## src/rtl/regfile_param.sv

```systemverilog
// regfile_param: parametrised 2-read/1-write register file with a post-reset clear sweep.
// Define RF_BYPASS_EN to forward an accepted write to matching read ports in the same cycle.
module regfile_param #(
    parameter int DATA_W   = 32,
    parameter int ADDR_W   = 5,
    parameter int NUM_REGS = 32,
    parameter int ZERO_REG = 1
) (
    input  logic              clk,
    input  logic              rst_n,
    input  logic [ADDR_W-1:0] RAddr1_RF,
    input  logic [ADDR_W-1:0] RAddr2_RF,
    input  logic [ADDR_W-1:0] WAddr_RF,
    input  logic              WrEn_RF,
    input  logic [DATA_W-1:0] WD_RF,
    output logic [DATA_W-1:0] RD1_RF,
    output logic [DATA_W-1:0] RD2_RF,
    output logic              ready_RF,
    output logic              wr_err_RF
);
    localparam logic [ADDR_W:0]   NR   = (ADDR_W+1)'(NUM_REGS);
    localparam logic [ADDR_W-1:0] LAST = ADDR_W'(NUM_REGS - 1);
`ifdef RF_BYPASS_EN
    localparam bit BYP = 1'b1;
`else
    localparam bit BYP = 1'b0;
`endif
    typedef enum logic {CLEAR, RUN} state_t;
    state_t            state;
    logic [ADDR_W-1:0] clr_ptr;
    logic [DATA_W-1:0] mem [NUM_REGS];
    logic              w_legal, wr_ok, r1_ok, r2_ok;
    // Same rule gates reads and writes: in range and not the hardwired zero entry.
    function automatic logic legal(input logic [ADDR_W-1:0] a);
        return ({1'b0, a} < NR) && !(ZERO_REG != 0 && a == '0);
    endfunction
    always_comb begin
        w_legal = legal(WAddr_RF);
        wr_ok   = WrEn_RF && ready_RF && w_legal;
        r1_ok   = ready_RF && legal(RAddr1_RF);
        r2_ok   = ready_RF && legal(RAddr2_RF);
        RD1_RF  = !r1_ok ? '0 : (BYP && wr_ok && RAddr1_RF == WAddr_RF) ? WD_RF : mem[RAddr1_RF];
        RD2_RF  = !r2_ok ? '0 : (BYP && wr_ok && RAddr2_RF == WAddr_RF) ? WD_RF : mem[RAddr2_RF];
    end
    always_ff @(posedge clk) begin
        if (!rst_n) begin
            state     <= CLEAR;
            clr_ptr   <= '0;
            ready_RF  <= 1'b0;
            wr_err_RF <= 1'b0;
        end else begin
            wr_err_RF <= WrEn_RF && !(ready_RF && w_legal);
            if (state == CLEAR) begin
                clr_ptr <= clr_ptr + 1'b1;
                if (clr_ptr == LAST) begin
                    state    <= RUN;
                    ready_RF <= 1'b1;
                end
            end
        end
    end
    always_ff @(posedge clk) begin
        if (rst_n && state == CLEAR)
            mem[clr_ptr] <= '0;
        else if (rst_n && wr_ok)
            mem[WAddr_RF] <= WD_RF;
    end
endmodule

```

## config.mk

```make
export PLATFORM = sky130hd
export DESIGN_NAME = regfile_param
export DESIGN_NICKNAME = d
export VERILOG_FILES = /design/src/rtl/regfile_param.sv
export SDC_FILE = /design/constraint.sdc
export NUM_CORES = 1
export LEC_CHECK = 0
export BUFFER_PORTS_ARGS = -buffer_cell sky130_fd_sc_hd__buf_2
export CORE_ASPECT_RATIO = 0.7
export CORE_MARGIN = 10
export CORE_UTILIZATION = 42
export CTS_BUF_LIST = sky130_fd_sc_hd__clkbuf_4 sky130_fd_sc_hd__clkbuf_8
export CTS_CLUSTER_SIZE = 25
export DETAILED_ROUTE_END_ITERATION = 10
export PLACE_DENSITY = 0.64
export SYNTH_ARGS = -nofsm -noshare
export SYNTH_HDL_FRONTEND = slang
export SYNTH_SLANG_ARGS = --single-unit
```

## constraint.sdc

```tcl
create_clock -name clk -period 6.15 [get_ports clk]
set_input_delay 0.3075 -clock clk [delete_from_list [all_inputs] [get_ports clk]]
set_output_delay 0.3075 -clock clk [all_outputs]
set_load 0.005 [all_outputs]
```

# Yosys cells after proc, flatten, opt, wreduce, memory -nomap -nowiden
# Memory sizes are Yosys's and may differ from the RTL's.
# Index checks and enable logic that the tools add are counted.
# word_totals
mem_bits_rw,1024
n_memories,1
output_inout_bits,66
register_bits,8
elab_cells,37
input_bits,50
# memory_table
name,words,width,read_ports,rd_ports_with_merged_regs,wr,line_no,text
mem,32,32,2,0,1,31,logic [DATA_W-1:0] mem [NUM_REGS];
# op_classes
bitwise_logic,1
addsub,1
mux,12
n_reduce_logical,17
n_eq_ne,1
# ops
op,n
32-bit 2-to-1 mux,3
32-bit OR reduction,1
5-bit logical NOT,3
1-bit logical AND,8
1-bit 2-to-1 mux,8
"5-bit by 1-bit adder with 5-bit output, second input constant",1
"5-bit equality test, second input constant",1
5-bit 2-to-1 mux,1
1-bit logical NOT,4
2-bit AND reduction,1
1-bit NOT,1

# Longest topological paths before layout
# logic_depth
depth_word,9
mapped_depth,9
mapped_depth_nobuf,5

# Worst setup path before layout
# OpenSTA, ideal clock, no wires.
# synth_path
kind,reg-to-reg
start,reg ready_RF
end,mem mem[12][0] (enable)
n_path_buf,1
setup_slack_ns,1.053
setup_ns,0.502
stages_incl_launch_ff,6
period_less_slack_ns,5.097
arrival_ns,4.595
required_ns,5.648
cell_sequence,dfxtp_1 nand4_1 a21oi_2 mux2_2 buf_2 nor4_1
# synth_between
elab_chain_cells,8
word_cells_on_any_way,9
classes_between,5 x mux; 4 x reduce/logical
# synth_lines
element,line_no,text
"start, declared",18,"output logic ready_RF,"
"start signal, assigned",49,ready_RF <= 1'b0;
"start signal, assigned",57,ready_RF <= 1'b1;
1-bit logical AND * (2 in a row),39,wr_ok = WrEn_RF && ready_RF && w_legal;
1-bit logical AND *,65,else if (rst_n && wr_ok)
1-bit 2-to-1 mux *,65,
1-bit 2-to-1 mux *,63,if (rst_n && state == CLEAR)
1-bit 2-to-1 mux (not written as such) *,66,mem[WAddr_RF] <= WD_RF;
32-bit OR reduction (no source line),-,
5-bit 2-to-1 mux (no source line) or 1-bit 2-to-1 mux (tied branches),-,
"end, declared",31,
# Mark *: on every way between the ends. The rest lies on a longest branch, timed or not.

# Worst setup path after layout
# layout_path
start,reg ready_RF
end,out RD2_RF[19]
# layout_between
elab_chain_cells,2
# layout_lines
element,line_no,text
1-bit logical AND,41,r2_ok = ready_RF && legal(RAddr2_RF);
32-bit 2-to-1 mux,43,RD2_RF = !r2_ok ? '0 : (BYP && wr_ok && RAddr2_RF == WAddr_RF) ? WD_RF : mem[RAddr2_RF];
"end, declared",17,"output logic [DATA_W-1:0] RD2_RF,"
# Every way passes these cells.

==> summary.md <==
| Metric | Value |
|---|---|
| Hpwl dp | `98.3 mm` |
| Fillcell total | `9584` |
| Leak Pwr | `17.7 nW` |
| Sw Pwr | `3.26 mW` |
| Max Cap Viol | `0` |
| ANT nets after route | `0` |
| CTS Buf Count | `158` |
| Crit path capture type | `output pin` |
| Most used flip-flop cell after synthesis | `edfxtp_1` |
| Drt pass-1 iters | `6` |
| Die area | `129000 µm²` |
| Sequential share of the synthesized area | `0.639` |
| Hold Crit Class | `in2reg` |
| Width of the die | `426 µm` |
| Htree depth | `4` |
| Hold Violations, Final | `0` |
| Via density per instance | `6.66` |
| Syn_area_per_cell | `16.5 µm²` |
| Clock latency on the worst-skew pair | `0.86 ns` |
| Setup ws final | `1.51 ns` |
| Clock Tree Buf Depth | `3` |
| Clock Sinks | `1032` |
| GP Congestion | `0.873` |
| Drc violations | `0` |
| Reg-to-reg endpoint | `mem[2][28]` |
| Initial antenna violation count | `10` |
| Worst hold path startpoint | `WD_RF[31]` |
| Maximum VDD drop | `0.194 mV` |
| Critical path data required time | `5.84 ns` |
| Post-Route WL | `161 mm` |
| Most frequent cells in the layout | `edfxtp_1, mux2i_1, mux4_2` |
| Overflow after GRT | `0` |
| Arrival @ worst endpoint | `4.33 ns` |
| Most common cell after layout, fill and taps aside | `edfxtp_1` |
| Mux cell area share after synthesis | `0.217` |
| Reg2Reg Depth | `4` |
| Vias in the first global route | `31200` |
| Clock power frac | `0.409` |
| Worst-Margin Slew | `1.33 ns` |
| Cell count of the worst hold path | `2` |
| Num ports | `116` |
| Initial DRC Count | `4972` |
| Flop pwr share | `0.539` |
| Synth Area in Simple Gates | `0.0523` |
| Fin Setup TNS | `0 ns` |
| Gate power share | `0.052` |
| Synth Warn # | `0` |
| Resized cells post-CTS | `0` |
| Detail-routed net length per standard cell | `34.0 µm` |
| Largest family of logic cells by synthesized area | `multiplexers` |
| Starting Density | `0.422` |
| CP Max Fanout | `23` |
| Adder-Cell Fraction of Synth Area | `0.000518` |
| Synthesized cell area | `48300 µm²` |
| Hold EP | `mem[17][31]` |
| Post-synthesis compound-gate area fraction | `0.0680` |
| Switching share of power | `0.229` |
| Post-CTS Setup Bufs | `0` |
| Final Max Slew Viols | `0` |
| Share of cells above drive strength 1 | `0.295` |
| Crit-path cells | `and3b_1 > and2_2 > a22oi_1 > nand4_1 > buf_2` |
| Crit-path slowest cell | `and2_2` |
| Post-CTS Hold Buffers | `4` |
| Clock Skew | `0.0259 ns` |
| CTS tree | `built` |
| XOR/XNOR share of the synthesized area | `0.000544` |
| CP max stage delay | `1.02 ns` |
| Post-Syn Nets | `2989` |
| Post-Syn Instances | `2937` |
| Root buffer cell | `clkbuf_8` |
| Type of origin of the critical path | `flop` |
| Worst R2R Start | `ready_RF` |
| Pin count of the biggest net entering global routing | `119` |
| Die Ht | `304 µm` |
| RSZ-0062 raised after global routing | `no` |
| PwrDens | `263 nW/µm²` |
| Core footprint | `115000 µm²` |
| Post-synth ARST share | `0` |
| Fmax | `0.216 GHz` |
| Synth cell types | `56` |
| Final min period | `4.64 ns` |
| Total track usage | `0.242` |
| Area grow syn2layout | `11.9%` |
| Headroom to the max-slew limit | `0.112` |
| Final worst path period share | `0.754` |
| Layout net count | `3133` |
| Clk pin slew, worst setup/hold paths | `0.07 ns` |
| I/O Buffers | `115` |
| Routed vias | `31600` |
| R2R Setup Slk | `1.79 ns` |
| Synthesized flop and latch total | `1032` |
| Number of flops mapped to enable cells by yosys | `1024` |
| Row count | `104` |
| Status | `finished clean` |
| Power Internal | `11.0 mW` |
| Setup violators final | `0` |
| WS Path Type | `reg2out` |
| Post-place setup slack | `1.86 ns` |
| First-pass GRT wire length | `227 mm` |
[power groups by stage]
stage	sequential (mW)	combinational, mW	clock [mW]
6_report	7.69	0.741	5.82
5_1_grt	7.69	0.765	6.19
4_1_cts	7.69	0.729	5.88
3_5_place_dp	7.84	0.726	0
3_3_place_gp	7.83	0.715	0
2_1_floorplan	7.83	0.488	0
[area by class of cell]
cell class              instances  area [µm²]  share of cell area
well taps                    1537        1920              0.0355
multi-input cells            1667       16600               0.308
inverters                       5        18.8            0.000347
clock inverters                77         532             0.00983
diodes                          5        12.5            0.000231
repair buffers                217        1460              0.0269
clock buffers                 207        2610              0.0481
flip-flops and latches       1032       30900               0.571
[per-layer routing]
metal  up-vias  routed length (µm)  GRT usage  share of wire
met2      2499               70000      0.351           0.43
met4         0                6910      0.102          0.043
met1     16300               63000      0.344           0.39
li1      12500                   -          -              -
met5         -                   0          0              0
met3       383               21300     0.0600           0.13
[synth_stat cells (2+ instances only)]
cell,count,area share
edfxtp_1,1024,0.64
mux2i_1,299,0.062
mux4_2,234,0.11
a22oi_1,200,0.031
mux2_2,195,0.045
clkbuf_1,107,0.0083
nand3_1,106,0.011
buf_2,92,0.0095
nor2b_1,72,0.0093
nand2_1,71,0.0055
a211oi_1,66,0.010
nand4_1,65,0.0084
o22ai_1,65,0.0084
o21ai_0,64,0.0066
and2_1,40,0.0052
a21oi_1,33,0.0034
o31a_1,31,0.0056
or3_1,31,0.0040
nor3_1,20,0.0021
buf_1,17,0.0013
buf_4,14,0.0022
nor2_1,14,0.0011
nor4_1,12,0.0016
dfxtp_1,8,0.0033
inv_1,5,0.00039
nand2b_1,5,0.00065
and3_1,4,0.00052
a31oi_1,3,0.00039
buf_6,3,0.00070
o21ai_1,3,0.00031
xnor2_1,3,0.00054
and3b_1,2,0.00036
ha_1,2,0.00052
mux2_1,2,0.00047
nor3b_1,2,0.00031
o21a_1,2,0.00031
or2_1,2,0.00026
[per-stage QoR]
step                total power [mW]  utilization  cell area (µm²)  hold WS (ns)  std cells
floorplan                       8.32            -            48300         0.424       2937
global route                    14.6        0.472            54100         0.341       4745
CTS                             14.3        0.472            54100         0.233       4742
finish                          14.3        0.472            54100         0.297       4747
global placement                8.55        0.444            50900         0.583       4454
detailed placement              8.56        0.444            50900         0.591       4454
[worst max-delay path by stage]
stage | slack (ns) | endpoint | start | cells after the start
2_1_floorplan | 1.05 | mem[12][0] | ready_RF | 5
3_3_place_gp | 2.01 | mem[3][25] | ready_RF | 4
3_5_place_dp | 1.86 | mem[2][28] | ready_RF | 4
4_1_cts | 1.63 | RD2_RF[19] | ready_RF | 5
5_1_grt | 1.54 | RD2_RF[19] | ready_RF | 5
6_report | 1.51 | RD2_RF[19] | ready_RF | 5
[sequential cells by signal, indices dropped and copies added, names as in the netlist]
name and count:
mem 1024, state 1, wr_err_RF 1, ready_RF 1, clr_ptr 5
[critical path: cells and delay by family (launching register included)]
family	cells	cell delay [ns]
and+or+nand+nor	3	2.20
DFF	1	0.79
AOI/OAI and AO/OA	1	0.26
buffers and inverters	1	0.18
[logic make-up (layout without fill, tap and decap cells)]
group	after synthesis	after routing
simple gates	456	456
xor+xnor	3	3
flops	1032	1032
other cells	0	5
compound gates	476	476
fa+ha+maj	2	2
mux	730	730
buf+inv	238	506
(Power assumes the default switching activity.)
